### config.mk
export PLATFORM = sky130hd
export DESIGN_NAME = fetch_sequencer
export DESIGN_NICKNAME = d
export VERILOG_FILES = /design/src/rtl/fetch_sequencer.sv
export SDC_FILE = /design/constraint.sdc
export NUM_CORES = 1
export LEC_CHECK = 0
export ABC_AREA = 0
export CAP_MARGIN = 10
export CORE_MARGIN = 2
export CORE_UTILIZATION = 35
export CTS_CLUSTER_SIZE = 40
export DETAILED_ROUTE_END_ITERATION = 8
export PLACE_DENSITY = 0.68
export REMOVE_ABC_BUFFERS = 1
export SYNTH_ARGS = -nofsm -noshare
export SYNTH_HDL_FRONTEND = slang
export SYNTH_SLANG_ARGS = --single-unit
### constraint.sdc
create_clock -name clk -period 2.8 [get_ports clk]
set_input_delay 0.42 -clock clk [delete_from_list [all_inputs] [get_ports clk]]
set_output_delay 0.42 -clock clk [all_outputs]
set_load 0.05 [all_outputs]
### src/rtl/fetch_sequencer.sv
// fetch_sequencer: one-outstanding-request instruction fetch FSM (imem_req/addr/ack/rdata) handing inst/inst_pc to decode via valid/ready, with branch/zero/imm16/halt next-PC, halted and retire_count
module fetch_sequencer #(
    parameter logic [29:0] RESET_PC = 30'h0000_0000,
    parameter int          INST_W   = 32
) (
    input  logic              clk,
    input  logic              rst_n,
    output logic              imem_req,
    output logic [29:0]       imem_addr,
    input  logic              imem_ack,
    input  logic [INST_W-1:0] imem_rdata,
    output logic              inst_valid,
    output logic [INST_W-1:0] inst,
    output logic [29:0]       inst_pc,
    input  logic              inst_ready,
    input  logic              branch,
    input  logic              zero,
    input  logic [15:0]       imm16,
    input  logic              halt,
    output logic              halted,
    output logic [31:0]       retire_count
);
    typedef enum logic [1:0] {IDLE, REQ, VALID, HALTED} state_t;
    state_t      state;
    logic [29:0] pc;
    logic [29:0] next_pc;
    assign imem_addr = pc;
    assign next_pc   = (branch & zero) ? pc + {{14{imm16[15]}}, imm16} : pc + 30'd1;
    always_ff @(posedge clk or negedge rst_n) begin
        if (!rst_n) begin
            state        <= IDLE;
            pc           <= RESET_PC;
            imem_req     <= 1'b0;
            inst_valid   <= 1'b0;
            halted       <= 1'b0;
            inst         <= '0;
            inst_pc      <= '0;
            retire_count <= '0;
        end else begin
            case (state)
                IDLE: begin
                    state    <= REQ;
                    imem_req <= 1'b1;
                end
                REQ: if (imem_ack) begin
                    inst       <= imem_rdata;
                    inst_pc    <= pc;
                    imem_req   <= 1'b0;
                    inst_valid <= 1'b1;
                    state      <= VALID;
                end
                VALID: if (inst_ready) begin
                    pc           <= next_pc;
                    retire_count <= retire_count + 32'd1;
                    inst_valid   <= 1'b0;
                    imem_req     <= !halt;
                    halted       <= halt;
                    state        <= halt ? HALTED : REQ;
                end
                default: ;
            endcase
        end
    end
endmodule

## Word-level counts from Yosys, hierarchy flattened

Cells that the tools add are included.
Widths: inputs -> output; s select.

- $add $sub $neg: 3
- Eq/ne operators: 4
- Multiplexer cells: 11
- Bitwise operators: 1
- Reductions and logical operators: 8

Operators by type and width:

| cell | count |
|---|---|
| $add 32x1->32 const B | 1 |
| $add 30x1->30 const B | 1 |
| $add 30x30->30 | 1 |
| $mux 30 | 1 |
| $mux 2 | 3 |
| $pmux 2 s3 | 1 |
| $reduce_and 3->1 | 2 |
| $mux 1 | 4 |
| $ne 2x2->1 const B | 2 |
| $reduce_and 2->1 | 2 |
| $pmux 1 s3 | 1 |
| $reduce_bool 3->1 | 1 |
| $eq 2x1->1 const B | 1 |
| $eq 2x2->1 const B | 1 |
| $logic_not 2->1 | 1 |
| $pmux 1 s2 | 1 |
| $reduce_bool 2->1 | 1 |
| $and 1x1->1 | 1 |
| $logic_not 1->1 | 1 |

- Bits in registers: 129
- Input bits: 55
- Output and inout bits: 127
- Logic and storage cells: 35

## Logic depth before layout (Yosys ltp)

Gate-level depths: netlist of run 1.

- Depth after elaboration: 3
- Mapped depth: 13
- Gate-level depth less buffers: 12

## Least setup slack after synthesis of run 1

Ideal clock, no wire load.

- Path kind: reg2reg
- Start: reg pc[0] (netlist: imem_addr[0])
- End: reg pc[18] (netlist: imem_addr[18])
- Setup time: 79 ps
- Arrival: 2813 ps
- Data required time: 2721 ps
- Path slack: -92 ps
- Cell stages (with the launch flop): 12
- Buffers on the path: 0
- Clock period less this slack: 2892 ps
- Path through: dfrtp_1 -> ha_1 -> inv_1 -> fa_1 -> nor2b_1 -> o2111ai_1 -> a21oi_1 -> o31ai_2 -> a21o_1 -> or3_1 -> a21oi_1 -> xor2_1

- Longest elaborated chain between the ends: 2
- Elaborated cells between the ends (all ways): 3
- Classes of those cells: add/sub (2); mux (1)

Ends and longest elaborated chain:

| item | RTL line | text |
|---|---|---|
| start: declaration | 25 | `logic [29:0] pc;` |
| start signal: assignment | 53 | `pc <= next_pc;` |
| $add 30x1->30 / $add 30x30->30 (equally long branches) | 28 | `assign next_pc = (branch & zero) ? pc + {{14{imm16[15]}}, imm16} : pc + 30'd1;` |
| $mux 30 * | 28 |  |

Every way passes the cells marked *; elsewhere a longest branch is shown, timed or not.
A chain may end at the register's enable or synchronous reset.

## Final worst setup path of run 1

- Start: in imm16[2]
- End: reg pc[27] (netlist: imem_addr[27])

- Longest elaborated chain between the ends: 2

Ends and longest elaborated chain:

| item | RTL line | text |
|---|---|---|
| start: declaration | 18 | `input logic [15:0] imm16,` |
| $add 30x30->30 | 28 |  |
| $mux 30 | 28 |  |

Every way passes these cells.

==> out/results.ini, run 1 <==
[outcome]
outcome = finished clean

[clocking]
clkSinkCount = 129
clkTransAtPathRegs_ps = 60
ctsHtreeMaxLevel = 4
cts_made_buffers = 17
ctsHoldBuffers = 0
clock_latency_ps = 420
cts_root_buf = clkbuf_16
cts_tree = yes
clockBufferDepth = 2

[placement]
place_congestion = 0.8480
post-place-ws_ps = -624.0
placed_area_um2 = 8869
dp_hpwl_um = 11900
port_buffers = 181

[sta]
rsz0062_at_grt = yes
hold_viol = 0
finalMaxSlewViolations = 0
skew_ps = 12.94
tightestPinTransition_ps = 764.1
setup_ws_ps = 105.2
setup_viol = 0
layout_min_cycle_time_ps = 2695
fmax_ghz = 0.3711
finalCritPeriodShare_pct = 96.24
hold_ws_ps = 58.80
relSlewSlack_pct = 49.06

[setup_path]
path_buf_inv = 2
cp.arrival_ps = 3040
crit_start = imm16[2]
cp_common_cell = o211ai_1
crit_family = compound AO/OA/AOI/OAI gates
critical_path_class = primary input to register
cp_max_fo = 3
startpoint_type = primary input
rr_startpoint = imem_addr[0]$_DFFE_PN0P_
r2r.worst_path.cells = 11
crit_required_ps = 3140
max_stage_delay_ps = 400
rr_endpoint = imem_addr[18]$_DFFE_PN0P_
critical_path.endpoint_type = register
path_cells = clkdlybuf4s50_1 -> and3_2 -> ha_1 -> o211ai_1 -> o211ai_1 -> a221oi_2 -> buf_4 -> o2bb2ai_4 -> o21ai_4 -> a2111oi_2 -> a41o_1 -> xor2_1
crit_path_top_delay_cell = clkdlybuf4s50_1
rrSetupSlack_ps = 130

[layout]
antenna_cells = 0
final_common_cell = clkdlybuf4s50_1
final_cell_mix = clkdlybuf4s50_1 (177), dfrtp_1 (129), mux2_2 (61)
nets = 885
final_area_um2 = 9539
area_growth_pct = 47.55
n_fill_cell = 1620
drive_gt1_share_pct = 23.60

[global_routing]
grt_pass1_vias = 5210
grtUsageTotal_pct = 16.98
grt_max_degree = 81
grt-ovfl-total = 0
grt_pass1_wl_um = 26920
grt_antenna_before_repair = 0

[floorplan]
die_y_um = 139.9
dieArea_um2 = 19570
ios = 182
rows = 49
start_util_pct = 35.87
dieWidth_um = 139.9
core_area_um2 = 18020

[pwr]
total_power_mw = 10.53
p_int_mw = 5.784
p_seq_share_pct = 28.9
p_switching_mw = 4.747
vdd_drop_max_mv = 0.6241
combinationalPowerShare_pct = 51.6
leakage_nw = 4.232
swShare_pct = 45.08
power.share.clock_pct = 19.6
powerDensity_nw_per_um2 = 1104

[synthesis]
synth_area_leaders = dfrtp_1 (50%), mux2_2 (11%), xnor2_1 (5.4%)
synth_cell_types = 60
synth_edf_count = 0
yosys_warnings = 0
synth_flop_cell = dfrtp_1
yosysSeqAreaShare_pct = 49.93
synthCells = 576
syn-cell-area_um2 = 6465
synth_top_cell_by_area = dfrtp_1
synth.avg_cell_area_um2 = 11.22
synthArstFlopShare_pct = 100.0
synth_top_area_share_pct = 49.93
synth-seq-cells = 129

[route]
via_count = 5212
route.detailed.drc = 0
drt_iter0_drc = 265
detail_route.wl_per_cell_um = 15.59
routed_via_density = 4.959
routed_wl_um = 16380
firstDrtPassIters = 4
ant_nets = 0

[run]
maxCapViolCount = 0

[min_path]
hold_path_class = primary input to async pin

[cells by family (layout without fill, tap and decap cells)]
group,count (synthesis),in the layout,synth area share [%]
buffers and inverters,34,280,2.767
flip-flops,129,129,49.93
XOR/XNOR,60,60,8.129
adder cells (fa/ha/maj),20,20,3.987
multiplexers,64,64,11.09
AND/OR/NAND/NOR,179,179,14.81
AO/OA/AOI/OAI,90,90,9.290
[synthesized netlist by cell type (2+ instances only)]
master / count
dfrtp_1: 129
mux2_2: 61
nand2_1: 55
xnor2_1: 40
o21ai_0: 25
nor2_1: 20
xor2_1: 20
a21oi_1: 19
ha_1: 19
clkbuf_1: 18
and3_1: 15
nand3_1: 15
nor3_1: 15
nand4_1: 14
a21o_1: 9
nor4_1: 9
and3_2: 8
inv_1: 8
a31oi_1: 6
or3_1: 6
and4_1: 4
o21ai_1: 4
o31ai_1: 4
clkbuf_8: 3
mux2i_1: 3
nor2b_1: 3
o211ai_1: 3
a32oi_1: 2
and2_1: 2
buf_4: 2
nand2b_1: 2
nand3b_1: 2
o21a_1: 2
or2_2: 2
or3_4: 2
[metal layers]
metal  GRT usage (%)  vias up  wire (um)
met5               0        -          0
li1                -     2544          -
met2           28.34      161       7962
met1           21.80     2487       7227
met3           4.923       20        965
met4           4.263        0        225
[layout make-up]
class	count	area, um^2	area share, %
Clock inverter	13	116.4	1.220
Timing Repair Buffer	241	2293	24.04
Multi-Input combinational cell	413	3156	33.08
Clock buffer	18	429.2	4.499
Inverter	8	30.03	0.3148
Sequential cell	129	3228	33.84
Tap cell	229	286.5	3.004
[worst reg2reg max path, cell delays in order (launching register included)]
cell,delay [ps]
dfrtp_1,370
ha_2,200
inv_2,40
fa_2,390
nor2b_2,150
o2111ai_2,170
a21oi_2,260
o31ai_4,130
a21o_1,190
or3_4,390
a21oi_2,150
xor2_1,140
[power groups by stage]
stage	Combinational [mW]	Clock (mW)	Sequential (mW)
6_report	5.43	2.06	3.04
5_1_grt	5.72	2.20	3.15
4_1_cts	5.45	2.11	3.05
3_5_place_dp	5.43	0	3.07
3_3_place_gp	5.39	0	3.06
2_1_floorplan	1.27	0	5.20
[per-stage QoR]
step,setup TNS [ps],util (%),cells
3_5_place_dp,-9759,49.20,1015
4_1_cts,0,52.41,1048
6_report,0,52.92,1051
3_3_place_gp,-8599,49.20,1015
5_1_grt,-80.79,52.92,1051
2_1_floorplan,-110.0,-,550
[flip-flops by register name, indices dropped and copies added (netlist names)]
register and count:
retire_count 32, inst 32, inst_valid 1, imem_addr 30
halted 1, inst_pc 30, state 2, imem_req 1
[worst max path at each step]
stage               slack, ps                   endpoint  depth (start not counted)
finish                    110  imem_addr[27]$_DFFE_PN0P_                         12
detailed placement       -620  imem_addr[18]$_DFFE_PN0P_                         14
global placement         -560  imem_addr[18]$_DFFE_PN0P_                         14
CTS                        20  imem_addr[18]$_DFFE_PN0P_                         14
global route              -60  imem_addr[18]$_DFFE_PN0P_                         11
floorplan                -110  imem_addr[18]$_DFFE_PN0P_                         11
[timing repair]
action                     4_1_cts  5_1_grt
gates cloned                     0        0
gates resized for setup          8       20
setup endpoints to repair       15       14
pin swaps                        2       15
setup buffers                    2        4
Power figures use the tool's default switching activity.
==> run 2, diff against run 1 <==
- CTS_BUF_LIST: default -> sky130_fd_sc_hd__clkbuf_8
==> run 2 against run 1 <==
Compared with the run above:
- register-to-register slack better by 20 ps
- largest power group unchanged
- total power fell by 5.7%
- clock skew shrank 2.9 ps
- largest cell class unchanged
- critical endpoint unchanged
==> out/results.ini, run 2 (synthesized netlist as in run 1, its figures left out) <==
[clocking]
ctsHtreeMaxLevel = 4
clkSinkCount = 129
cts_root_buf = clkbuf_8
clock_latency_ps = 450
clockBufferDepth = 2
cts_made_buffers = 17
ctsHoldBuffers = 0
cts_tree = yes
clkTransAtPathRegs_ps = 80

[setup_path]
path_buf_inv = 2
rr_startpoint = imem_addr[0]$_DFFE_PN0P_
critical_path.endpoint_type = register
max_stage_delay_ps = 480
crit_path_top_delay_cell = clkdlybuf4s50_1
critical_path_class = primary input to register
cp.arrival_ps = 3060
startpoint_type = primary input
cp_max_fo = 3
crit_family = compound AO/OA/AOI/OAI gates
rr_endpoint = imem_addr[18]$_DFFE_PN0P_
rrSetupSlack_ps = 150
r2r.worst_path.cells = 11
crit_required_ps = 3180
path_cells = clkdlybuf4s50_1 -> nand3_2 -> inv_1 -> ha_1 -> a211oi_2 -> o211ai_1 -> a221oi_2 -> o2bb2ai_2 -> o21ai_4 -> a2111oi_4 -> a41o_1 -> xor2_1

[layout]
final_area_um2 = 9355
final_cell_mix = clkdlybuf4s50_1 (177), dfrtp_1 (129), mux2_2 (61)
final_common_cell = clkdlybuf4s50_1
nets = 884
top_regs = inst (32), retire_count (32)
area_growth_pct = 44.71
antenna_cells = 0
drive_gt1_share_pct = 23.26
postLayoutCoreUtil_pct = 51.90

[pwr]
p_seq_share_pct = 30.6
leakage_nw = 4.143
combinationalPowerShare_pct = 54.7
p_switching_mw = 4.672
vdd_drop_max_mv = 0.6194
swShare_pct = 47.04
powerDensity_nw_per_um2 = 1062
power.share.clock_pct = 14.6
p_int_mw = 5.260

[route]
drt_iter0_drc = 313
routed_via_density = 4.975
route.detailed.drc = 0
detail_route.wl_per_cell_um = 15.39
routed_wl_um = 16160
ant_nets = 0
via_count = 5224
firstDrtPassIters = 4

[placement]
placed_area_um2 = 8869
dp_hpwl_um = 11900
port_buffers = 181
place_congestion = 0.8480

[floorplan]
ios = 182
dieWidth_um = 139.9
dieArea_um2 = 19570
rows = 49
start_util_pct = 35.87
core_area_um2 = 18020
die_y_um = 139.9

[sta]
setup_viol = 0
relSlewSlack_pct = 49.51
rsz0062_at_grt = yes
skew_ps = 10.05
tns_ps = 0
hold_viol = 0
finalCritPeriodShare_pct = 96.00
tightestPinTransition_ps = 757.3
layout_min_cycle_time_ps = 2688
finalMaxSlewViolations = 0
fmax_ghz = 0.3720

[outcome]
outcome = finished clean

[global_routing]
grt-ovfl-total = 0
grt_antenna_before_repair = 0
grt_pass1_vias = 5176
grt_pass1_wl_um = 26690
grtUsageTotal_pct = 16.86
grt_max_degree = 81

[min_path]
hold_path_class = primary input to async pin

[run]
maxCapViolCount = 0

==> run 2: changes by cell type in the layout (fill, tap and decap cells not counted), moves of 2 or more <==
cell	before	now
clkbuf_16	17	0
clkbuf_8	0	17
clkbuf_2	2	0
dlygate4sd2_1	0	2
==> run 2: stage by stage <==
step | cells | hold slack (ps) | setup slack, ps | power (mW)
6_report | 1050 | 28.16 | 111.9 | 9.933
5_1_grt | 1050 | 61.14 | -24.96 | 10.47
4_1_cts | 1048 | 35.52 | 59.67 | 10.00
3_5_place_dp | 1015 | 473.7 | -624.0 | 8.499
3_3_place_gp | 1015 | 455.5 | -555.7 | 8.444
2_1_floorplan | 550 | 124.4 | -110.0 | 6.468
==> run 2: worst max-delay path by stage <==
| stage | start | to | slack, ps | cells past startpoint |
|---|---|---|---|---|
| 2_1_floorplan | imem_addr[0]$_DFFE_PN0P_ | imem_addr[18]$_DFFE_PN0P_ | -110 | 11 |
| 3_3_place_gp | zero | imem_addr[18]$_DFFE_PN0P_ | -560 | 14 |
| 3_5_place_dp | zero | imem_addr[18]$_DFFE_PN0P_ | -620 | 14 |
| 4_1_cts | imm16[0] | imem_addr[18]$_DFFE_PN0P_ | 60 | 14 |
| 5_1_grt | zero | imem_addr[18]$_DFFE_PN0P_ | -20 | 13 |
| 6_report | imm16[1] | imem_addr[27]$_DFFE_PN0P_ | 110 | 12 |
==> run 2: layer usage <==
layer  wire length, um  global-route usage (%)
met5                 0                       0
met4               245                   4.158
met3               966                   4.821
met2              7757                   28.29
met1              7188                   21.58
==> run 2: power groups by stage <==
stage,logic [mW],clock network [mW],registers [mW]
detailed placement,5.43,0,3.07
CTS,5.44,1.51,3.04
global route,5.72,1.60,3.15
global placement,5.39,0,3.06
floorplan,1.27,0,5.20
finish,5.44,1.45,3.04
==> run 2: layout make-up <==
cell class	count	area, um^2
well taps	229	286.5
clock buffers	17	234.0
flip-flops and latches	129	3228
inverters	8	30.03
multi-input cells	413	3163
repair buffers	240	2293
clock inverters	14	120.1
fillers	1636	8670
==> run 2: what timing repair did <==
action | 4_1_cts | 5_1_grt
endpoints found under the setup margin | 14 | 15
gates resized for setup | 6 | 18
hold endpoints to repair | 0 | 0
setup buffers | 2 | 3
pin swaps | 2 | 14
